File: src/rtl/awg_pkg.sv
// Shared widths, state/mode encodings and mode decode for the AWG sweep sequencer.
package awg_pkg;

    localparam int unsigned FW      = 14;
    localparam int unsigned AW      = 8;
    localparam int unsigned PW      = 8;
    localparam int unsigned DW      = 16;
    localparam int unsigned AMP_MIN = 1;

    typedef enum logic [1:0] {
        IDLE     = 2'd0,
        RUN      = 2'd1,
        WAITWRAP = 2'd2,
        FIN      = 2'd3
    } state_t;

    typedef enum logic [1:0] {
        MODE_TONE = 2'd0,
        MODE_UP   = 2'd1,
        MODE_DOWN = 2'd2
    } mode_t;

    // Zero step or equal endpoints degenerate to a fixed tone.
    function automatic mode_t decode_mode(
        input logic [FW-1:0] f_start,
        input logic [FW-1:0] f_stop,
        input logic [FW-1:0] f_step
    );
        mode_t m;
        if (f_step == '0 || f_start == f_stop) begin
            m = MODE_TONE;
        end else if (f_start > f_stop) begin
            m = MODE_DOWN;
        end else begin
            m = MODE_UP;
        end
        return m;
    endfunction

endpackage

File: src/rtl/awg_step_calc.sv
// Next sweep frequency: step toward f_stop with clamp, or wrap to f_start once at f_stop.
module awg_step_calc
    import awg_pkg::*;
(
    input  logic [FW-1:0] cur,
    input  logic [FW-1:0] f_start,
    input  logic [FW-1:0] f_stop,
    input  logic [FW-1:0] f_step,
    input  logic          down,
    output logic [FW-1:0] next_freq_c
);

    logic [FW:0] sum;
    logic [FW:0] diff;

    // Extra MSB catches overflow (up) and borrow (down) so both clamp to f_stop.
    always_comb begin
        sum         = (FW+1)'(cur) + (FW+1)'(f_step);
        diff        = (FW+1)'(cur) - (FW+1)'(f_step);
        next_freq_c = f_stop;
        if (cur == f_stop) begin
            next_freq_c = f_start;
        end else if (down) begin
            if (!diff[FW] && (diff[FW-1:0] > f_stop)) begin
                next_freq_c = diff[FW-1:0];
            end
        end else begin
            if (sum < (FW+1)'(f_stop)) begin
                next_freq_c = sum[FW-1:0];
            end
        end
    end

endmodule

File: src/rtl/awg_sweep_ctrl.sv
// Tone/sweep sequencer driving the generator tuning inputs; frequency changes after
// the first are applied only on accumulator wrap so the output stays phase-continuous.
module awg_sweep_ctrl
    import awg_pkg::*;
(
    input  logic          clk,
    input  logic          rst,
    input  logic          cfg_valid,
    output logic          cfg_ready,
    input  logic [FW-1:0] cfg_f_start,
    input  logic [FW-1:0] cfg_f_stop,
    input  logic [FW-1:0] cfg_f_step,
    input  logic [DW-1:0] cfg_dwell,
    input  logic [AW-1:0] cfg_amp,
    input  logic [PW-1:0] cfg_phase,
    input  logic          cfg_loop,
    input  logic          start,
    input  logic          abort,
    input  logic          wrap_i,
    output logic          gen_en,
    output logic [FW-1:0] state_freq,
    output logic [AW-1:0] state_amp,
    output logic [PW-1:0] state_phase,
    output logic          busy,
    output logic          done
);

    state_t        state;
    mode_t         mode_q;
    logic [FW-1:0] f_start_q;
    logic [FW-1:0] f_stop_q;
    logic [FW-1:0] f_step_q;
    logic [DW-1:0] dwell_q;
    logic [AW-1:0] amp_q;
    logic [PW-1:0] phase_q;
    logic          loop_q;
    logic [DW-1:0] dwell_cnt;

    logic          cap;
    logic [FW-1:0] eff_f_start;
    logic [DW-1:0] eff_dwell;
    logic [AW-1:0] eff_amp;
    logic [PW-1:0] eff_phase;
    logic [DW-1:0] cfg_dwell_norm;
    logic [AW-1:0] cfg_amp_norm;
    logic [FW-1:0] next_freq_c;

    assign cfg_ready = (state == IDLE);

    // Config being captured this cycle takes effect for a coincident start.
    always_comb begin
        cap            = cfg_valid && cfg_ready;
        cfg_dwell_norm = (cfg_dwell == '0) ? DW'(1) : cfg_dwell;
        cfg_amp_norm   = (cfg_amp == '0) ? AW'(AMP_MIN) : cfg_amp;
        eff_f_start    = cap ? cfg_f_start    : f_start_q;
        eff_dwell      = cap ? cfg_dwell_norm : dwell_q;
        eff_amp        = cap ? cfg_amp_norm   : amp_q;
        eff_phase      = cap ? cfg_phase      : phase_q;
    end

    awg_step_calc u_step_calc (
        .cur         (state_freq),
        .f_start     (f_start_q),
        .f_stop      (f_stop_q),
        .f_step      (f_step_q),
        .down        (mode_q == MODE_DOWN),
        .next_freq_c (next_freq_c)
    );

    // Config capture, sequencer FSM and registered generator outputs.
    always_ff @(posedge clk) begin
        if (rst) begin
            state       <= IDLE;
            mode_q      <= MODE_TONE;
            f_start_q   <= '0;
            f_stop_q    <= '0;
            f_step_q    <= '0;
            dwell_q     <= '0;
            amp_q       <= AW'(AMP_MIN);
            phase_q     <= '0;
            loop_q      <= 1'b0;
            dwell_cnt   <= '0;
            gen_en      <= 1'b0;
            state_freq  <= '0;
            state_amp   <= AW'(AMP_MIN);
            state_phase <= '0;
            busy        <= 1'b0;
            done        <= 1'b0;
        end else begin
            done <= 1'b0;
            case (state)
                IDLE: begin
                    if (cap) begin
                        f_start_q <= cfg_f_start;
                        f_stop_q  <= cfg_f_stop;
                        f_step_q  <= cfg_f_step;
                        dwell_q   <= cfg_dwell_norm;
                        amp_q     <= cfg_amp_norm;
                        phase_q   <= cfg_phase;
                        loop_q    <= cfg_loop;
                        mode_q    <= decode_mode(cfg_f_start, cfg_f_stop, cfg_f_step);
                    end
                    if (start && !abort) begin
                        state       <= RUN;
                        gen_en      <= 1'b1;
                        busy        <= 1'b1;
                        state_freq  <= eff_f_start;
                        state_amp   <= eff_amp;
                        state_phase <= eff_phase;
                        dwell_cnt   <= eff_dwell - DW'(1);
                    end
                end
                RUN: begin
                    if (abort) begin
                        state  <= IDLE;
                        gen_en <= 1'b0;
                        busy   <= 1'b0;
                    end else if (mode_q != MODE_TONE) begin
                        if (dwell_cnt == '0) begin
                            if (state_freq == f_stop_q && !loop_q) begin
                                state  <= FIN;
                                gen_en <= 1'b0;
                                done   <= 1'b1;
                            end else begin
                                state <= WAITWRAP;
                            end
                        end else begin
                            dwell_cnt <= dwell_cnt - DW'(1);
                        end
                    end
                end
                WAITWRAP: begin
                    if (abort) begin
                        state  <= IDLE;
                        gen_en <= 1'b0;
                        busy   <= 1'b0;
                    end else if (wrap_i) begin
                        state_freq <= next_freq_c;
                        dwell_cnt  <= dwell_q - DW'(1);
                        state      <= RUN;
                    end
                end
                FIN: begin
                    state  <= IDLE;
                    gen_en <= 1'b0;
                    busy   <= 1'b0;
                end
                default: begin
                    state  <= IDLE;
                    gen_en <= 1'b0;
                    busy   <= 1'b0;
                end
            endcase
        end
    end

endmodule
File: config.mk
export PLATFORM = sky130hd
export DESIGN_NAME = awg_sweep_ctrl
export DESIGN_NICKNAME = d
export VERILOG_FILES = /design/src/rtl/awg_pkg.sv /design/src/rtl/awg_step_calc.sv /design/src/rtl/awg_sweep_ctrl.sv
export SDC_FILE = /design/constraint.sdc
export NUM_CORES = 1
export LEC_CHECK = 0
export BUFFER_PORTS_ARGS = -buffer_cell sky130_fd_sc_hd__buf_2
export CAP_MARGIN = 20
export CORE_ASPECT_RATIO = 1.5
export CORE_MARGIN = 1
export CORE_UTILIZATION = 59
export CTS_CLUSTER_DIAMETER = 50
export DETAILED_ROUTE_END_ITERATION = 6
export PLACE_DENSITY_LB_ADDON = 0.3
export SLEW_MARGIN = 10
export SYNTH_ARGS = -nofsm -noshare
export SYNTH_HDL_FRONTEND = slang
export SYNTH_HIERARCHICAL = 1
export SYNTH_SLANG_ARGS = --single-unit
File: constraint.sdc
create_clock -name clk -period 6.2 [get_ports clk]
set_input_delay 0.31 -clock clk [delete_from_list [all_inputs] [get_ports clk]]
set_output_delay 0.31 -clock clk [all_outputs]
set_load 0.05 [all_outputs]
-- After elaboration in Yosys (flattened, before gate mapping)
Index checks and enable logic that the tools add are counted.
- register bits: 128
- input bits: 81
- output and inout bits: 34
- word-level logic and storage cells: 110
- add/sub/neg operators: 5
- magnitude comparators: 3
- equality and inequality tests: 18
- multiplexer cells: 40
- bitwise operators: 3
- reduce and logical (&&, ||, !) cells: 25
- operators by type and width (cell ; count):
    $mux W16 ; 8
    $mux W14 ; 8
    $pmux W16 S3 ; 1
    $sub A16 B1 Y16 const B ; 3
    $logic_not A16 Y1 ; 2
    $eq A14 B14 Y1 ; 2
    $gt A14 B14 Y1 ; 2
    $pmux W14 S2 ; 1
    $mux W8 ; 3
    $mux W2 ; 8
    $add A14 B14 Y15 ; 1
    $lt A15 B14 Y1 ; 1
    $sub A14 B14 Y15 ; 1
    $logic_not A14 Y1 ; 1
    $ne A2 B2 Y1 const B ; 6
    $ne A3 B3 Y1 const B ; 4
    $logic_not A8 Y1 ; 1
    $mux W1 ; 8
    $pmux W2 S4 ; 1
    $reduce_and A4 Y1 ; 2
    $reduce_and A7 Y1 ; 1
    $eq A2 B2 Y1 const B ; 3
    $reduce_and A2 Y1 ; 3
    $reduce_and A5 Y1 ; 1
    13 further kinds ; 22

-- Longest topological paths before layout
- depth in word-level cells: 9
- mapped depth: 23
- mapped depth without buffers: 22

-- By module
The synthesis kept the hierarchy.
- by module, submodules not included (module ; instances ; cells an instance ; area an instance (µm²) ; seq. area each (µm²)):
    awg_sweep_ctrl ; 1 ; 730 ; 6124.6 ; 2562.5
    awg_step_calc ; 1 ; 350 ; 2496.1 ; 0.0

-- Worst setup path before layout
Ideal clock, no wire load.
- kind: register -> register
- start point: register state_freq[0]
- end point: register state_freq[2]
- library setup time: 0.128 ns
- data arrival time: 4.572 ns
- required time: 6.072 ns
- slack: 1.500 ns
- cell stages (with the launch flop): 23
- path buffers: 0
- clock period less this slack: 4.700 ns
- path through: dfxtp_1 -> inv_1 -> ha_1 -> fa_1 -> nor2b_4 -> o31a_1 -> o21a_1 -> o211ai_1 -> nor2b_1 -> xnor2_1 -> ha_1 -> nand4_1 -> or2_2 -> a211oi_1 -> nor3_1 -> a2111o_2 -> and3_1 -> a221o_1 -> mux2_2 -> nand2_1 -> o21ai_0 -> mux2i_1 -> nor2_1
- cells in the longest elaborated chain, start to end: 9
- elaborated cells between the ends (all ways): 14
- classes of those cells: add/sub (2); order compare (2); eq/ne (1); mux (7); reduce/logical (2)
- ends and longest elaborated chain (what ; RTL line ; text):
    start, declared ; awg_sweep_ctrl.sv:21 ; output logic [FW-1:0] state_freq,
    start signal, assigned ; awg_sweep_ctrl.sv:107 ; state_freq <= eff_f_start;
    start signal, assigned ; awg_sweep_ctrl.sv:138 ; state_freq <= next_freq_c;
    $sub A14 B14 Y15 ; awg_step_calc.sv:19 ; diff = (FW+1)'(cur) - (FW+1)'(f_step);
    $gt A14 B14 Y1 or $logic_not A1 Y1 (tied branches) ; awg_step_calc.sv:24 ; if (!diff[FW] && (diff[FW-1:0] > f_stop)) begin
    $logic_and A1 B1 Y1 ; awg_step_calc.sv:24 ;
    $mux W14 ; awg_step_calc.sv:24 ;
    $mux W14 ; awg_step_calc.sv:23 ; end else if (down) begin
    $mux W14 * ; awg_step_calc.sv:21 ; if (cur == f_stop) begin
    named net next_freq_c[2] ; awg_sweep_ctrl.sv:46 ; logic [FW-1:0] next_freq_c;
    $mux W14 * ; awg_sweep_ctrl.sv:137 ; end else if (wrap_i) begin
    $mux W14 * ; awg_sweep_ctrl.sv:133 ; if (abort) begin
    $pmux W14 S2 * ; awg_sweep_ctrl.sv:91 ; case (state)
The timed path passes the listed nets; every way through them passes the cells marked *. The select of a mux whose other input is x is not followed.
A chain may end at the register's enable or synchronous reset.

-- Final worst setup path
- start point: register state_freq[1]
- end point: register state_freq[13]
Same word-level chain as after synthesis.

==> results.ini <==
[global_routing]
grt_util_all_layers_pct=33.6
grt_start_max_net_pins=74
overflow=0
grt_pass1_wl_um=39500
grt_pass1_vias=8103
antenna_found_initial=1

[yosys]
synth-adder-area-share_pct=11.3
ys_warn_count=6
syn-num-nets=1238
syn_avg_cell_area_um2=7.98
synth_flop_cell=dfxtp_1
syn_area_um2=8620
synth-compound-area-share_pct=19.9
synthSimpleGateAreaFrac_pct=21.4
syn_inst=1080
synth.mux.area_fraction_pct=6.07
synth_top_family_by_area=simple AND/OR/NAND/NOR gates
ys_seq_elements=128
synth_cell_type_count=71
ys_seq_area_share_pct=29.7
synth_edf_count=0
async_reset_ff_share_pct=0
synth_xor_area_share_pct=5.38

[power_and_ir_drop]
ir_drop_v=0.000288
p_total_w=0.00321
p_leak_nw=4.51
power_density_nw_per_um2=325

[floorplanning]
num_rows=53
die_area_um2=15100
initial_core_util_pct=61.0
core_um2=14100
die_y_um=150
die_w_um=101
ios=115

[route]
dr.pass1.iters=5
drc_errors=0
drtIter0Drc=559
via_per_inst=6.09
avgRoutedWirePerCell_um=18.2
wl_um=24900
vias=8341
final_antenna_net_count=0

[cts]
cts_resized=0
cts_tree=yes
insertion_delay_ns=0.42
cts_inserted_buffers=17
ctsHoldBuffers=0
clk_path_buf_depth=2
cts-root-buf=clkbuf_16
cts.sinks=128
clkSlewWorstSetupHoldPaths_ns=0.07
htreeDepth=4
post_cts_buffers=0

[placement]
dp_hpwl_um=18100
port_buffers=114
gp_congestion=0.941
placed_cell_area_um2=9220

[critical_path]
r2r-end=state_freq[13]
end_kind=flop
crit_chain=ha_1, nor2b_1, o31ai_1, a21oi_1, a211oi_1, o31ai_1, xor2_1, ha_1, nand4_1, or2_2, a211oi_1, nor3_1, a2111o_2, nand2_1, nor2_1, o41ai_1, nand2_1, o21ai_0, mux2i_1, nor2_1
worstSetupStartpointType=flop
worstSetupPathType=flop to flop
crit_buf_inv=0
cp.arrival_ns=5.63
worst_path_max_delay_cell=dfxtp_1
ff2ff_path_depth=20
critPathMaxStageDelay_ns=0.56
cp.required_ns=6.56
reg2reg_from=state_freq[1]
r2r_setup_slack_ns=0.93
cp_top_family=compound AO/OA/AOI/OAI gates
crit_fanout=15

[worst_hold_path]
hold_start=cfg_loop
hold_end=loop_q
hold_depth=3
hp-class=input port to flop

[timing]
relSlewSlack_pct=30.1
setup_viol=0
totalNegativeSetupSlack_ns=0
clock.fmax_mhz=190
post-route-period-util_pct=85.1
slew_violations=0
period_needed_ns=5.27
skew_ns=0.0112
hold_violations=0
rsz0062_at_grt=no
worstMarginPinSlew_ns=1.04

[cells_and_area]
drive_gt1_share_pct=14.5
area_growth_pct=14.4
design_area_um2=9860
layout.nets=1321

[status]
status=complete, no violations

[job]
drv_cap=0

==> cells in the mapped netlist (19+ instances only) <==
| library cell | number | area [µm²] |
|---|---|---|
| a211oi_1 | 23 | 173 |
| a21oi_1 | 80 | 400 |
| xor2_1 | 21 | 184 |
| nand2_1 | 126 | 473 |
| inv_1 | 68 | 255 |
| o21ai_0 | 39 | 195 |
| mux2i_1 | 50 | 500 |
| clkbuf_1 | 39 | 146 |
| nand4_1 | 20 | 125 |
| a21o_1 | 19 | 143 |
| ha_1 | 75 | 938 |
| xnor2_1 | 32 | 280 |
| nor2_1 | 109 | 409 |
| nand3_1 | 25 | 125 |
| nor4_1 | 20 | 125 |
| dfxtp_1 | 128 | 2560 |
==> state kept, by name, summed over array words and instances (netlist names), 2 cells and up <==
name	flops
state_amp	8
mode_q	2
dwell_cnt	16
amp_q	8
dwell_q	16
state	2
f_stop_q	14
state_freq	14
f_step_q	14
f_start_q	14
phase_q	8
state_phase	8
==> layer usage <==
layer  routed length [µm]  track usage [%]
met2                13000             61.6
met1                 9170             35.9
met3                 1390             5.51
met4                 1330             18.9
met5                    0                0
==> cell type report <==
class	instances	area (µm²)
antenna	1	2.50
clock buffer	17	425
clock inverter	15	194
fill	1188	4270
inverter	69	259
multi-input combinational	825	5540
sequential	128	2560
tap	192	240
timing repair buffer	122	641
==> worst register-to-register path, cell delays in order, from the launching register on <==
cell and delay [ns]:
dfxtp_1 0.56, ha_1 0.31, nor2b_1 0.14, o31ai_1 0.37, a21oi_1 0.21, a211oi_1 0.43, o31ai_1 0.15, xor2_1 0.19
ha_1 0.36, nand4_1 0.10, or2_2 0.32, a211oi_1 0.20, nor3_1 0.11, a2111o_2 0.51, nand2_1 0.42, nor2_1 0.09
o41ai_1 0.29, nand2_1 0.08, o21ai_0 0.13, mux2i_1 0.15, nor2_1 0.13
==> worst max path at each step <==
stage                  startpoint             end  slack [ns]  cells after the start
global placement    state_freq[1]   state_freq[2]        1.24                     20
detailed placement  state_freq[1]   state_freq[2]        1.16                     20
global route        state_freq[1]  state_freq[13]        0.66                     20
CTS                 state_freq[1]  state_freq[13]        1.04                     20
finish              state_freq[1]  state_freq[13]        0.93                     20
floorplan           state_freq[0]   state_freq[2]        1.50                     22
==> power by group <==
group	internal, W	total [W]	leakage, nW	switching, W
clock network	0.000616	0.00106	0.299	0.000441
registers	0.000897	0.000965	1.05	0.0000679
logic	0.000437	0.00118	3.16	0.000747
==> metrics by stage <==
stage	worst slack, ns	hold WS, ns	utilization, %	cells
after floorplan	1.50	0.427	-	1080
after global placement	1.24	0.443	65.3	1335
after detailed placement	1.16	0.446	65.3	1335
after CTS	1.04	0.118	69.7	1367
after global routing	0.658	0.130	69.8	1368
final	0.925	0.125	69.8	1369
==> placed cells by master, fill, tap and decap left out, drive strengths merged, types with 4 or more instances in the layout <==
master,instances
nor3,18
and4,6
and3,11
o21a,7
a21o,19
mux2i,50
o21bai,8
nand2,126
inv,78
or3,7
o31ai,16
nor2b,12
a211oi,23
nand4b,4
ha,75
dfxtp,128
o21ai,39
and2,5
xor2,21
a32o,5
o311ai,4
o41ai,4
xnor2,32
buf,122
nand4,20
nand2b,9
nor4,20
clkbuf,17
nor2,110
a222oi,4
a21oi,80
o22ai,9
nand3,25
a221o,5
or2,4
==> kinds of logic after synthesis <==
logic type / after synthesis
buffers and inverters: 127
DFF: 128
adders and majority gates: 77
xor gates and xnor gates: 53
and+or+nand+nor: 386
AOI/OAI and AO/OA: 257
muxes: 52
Power figures use the tool's default switching activity.
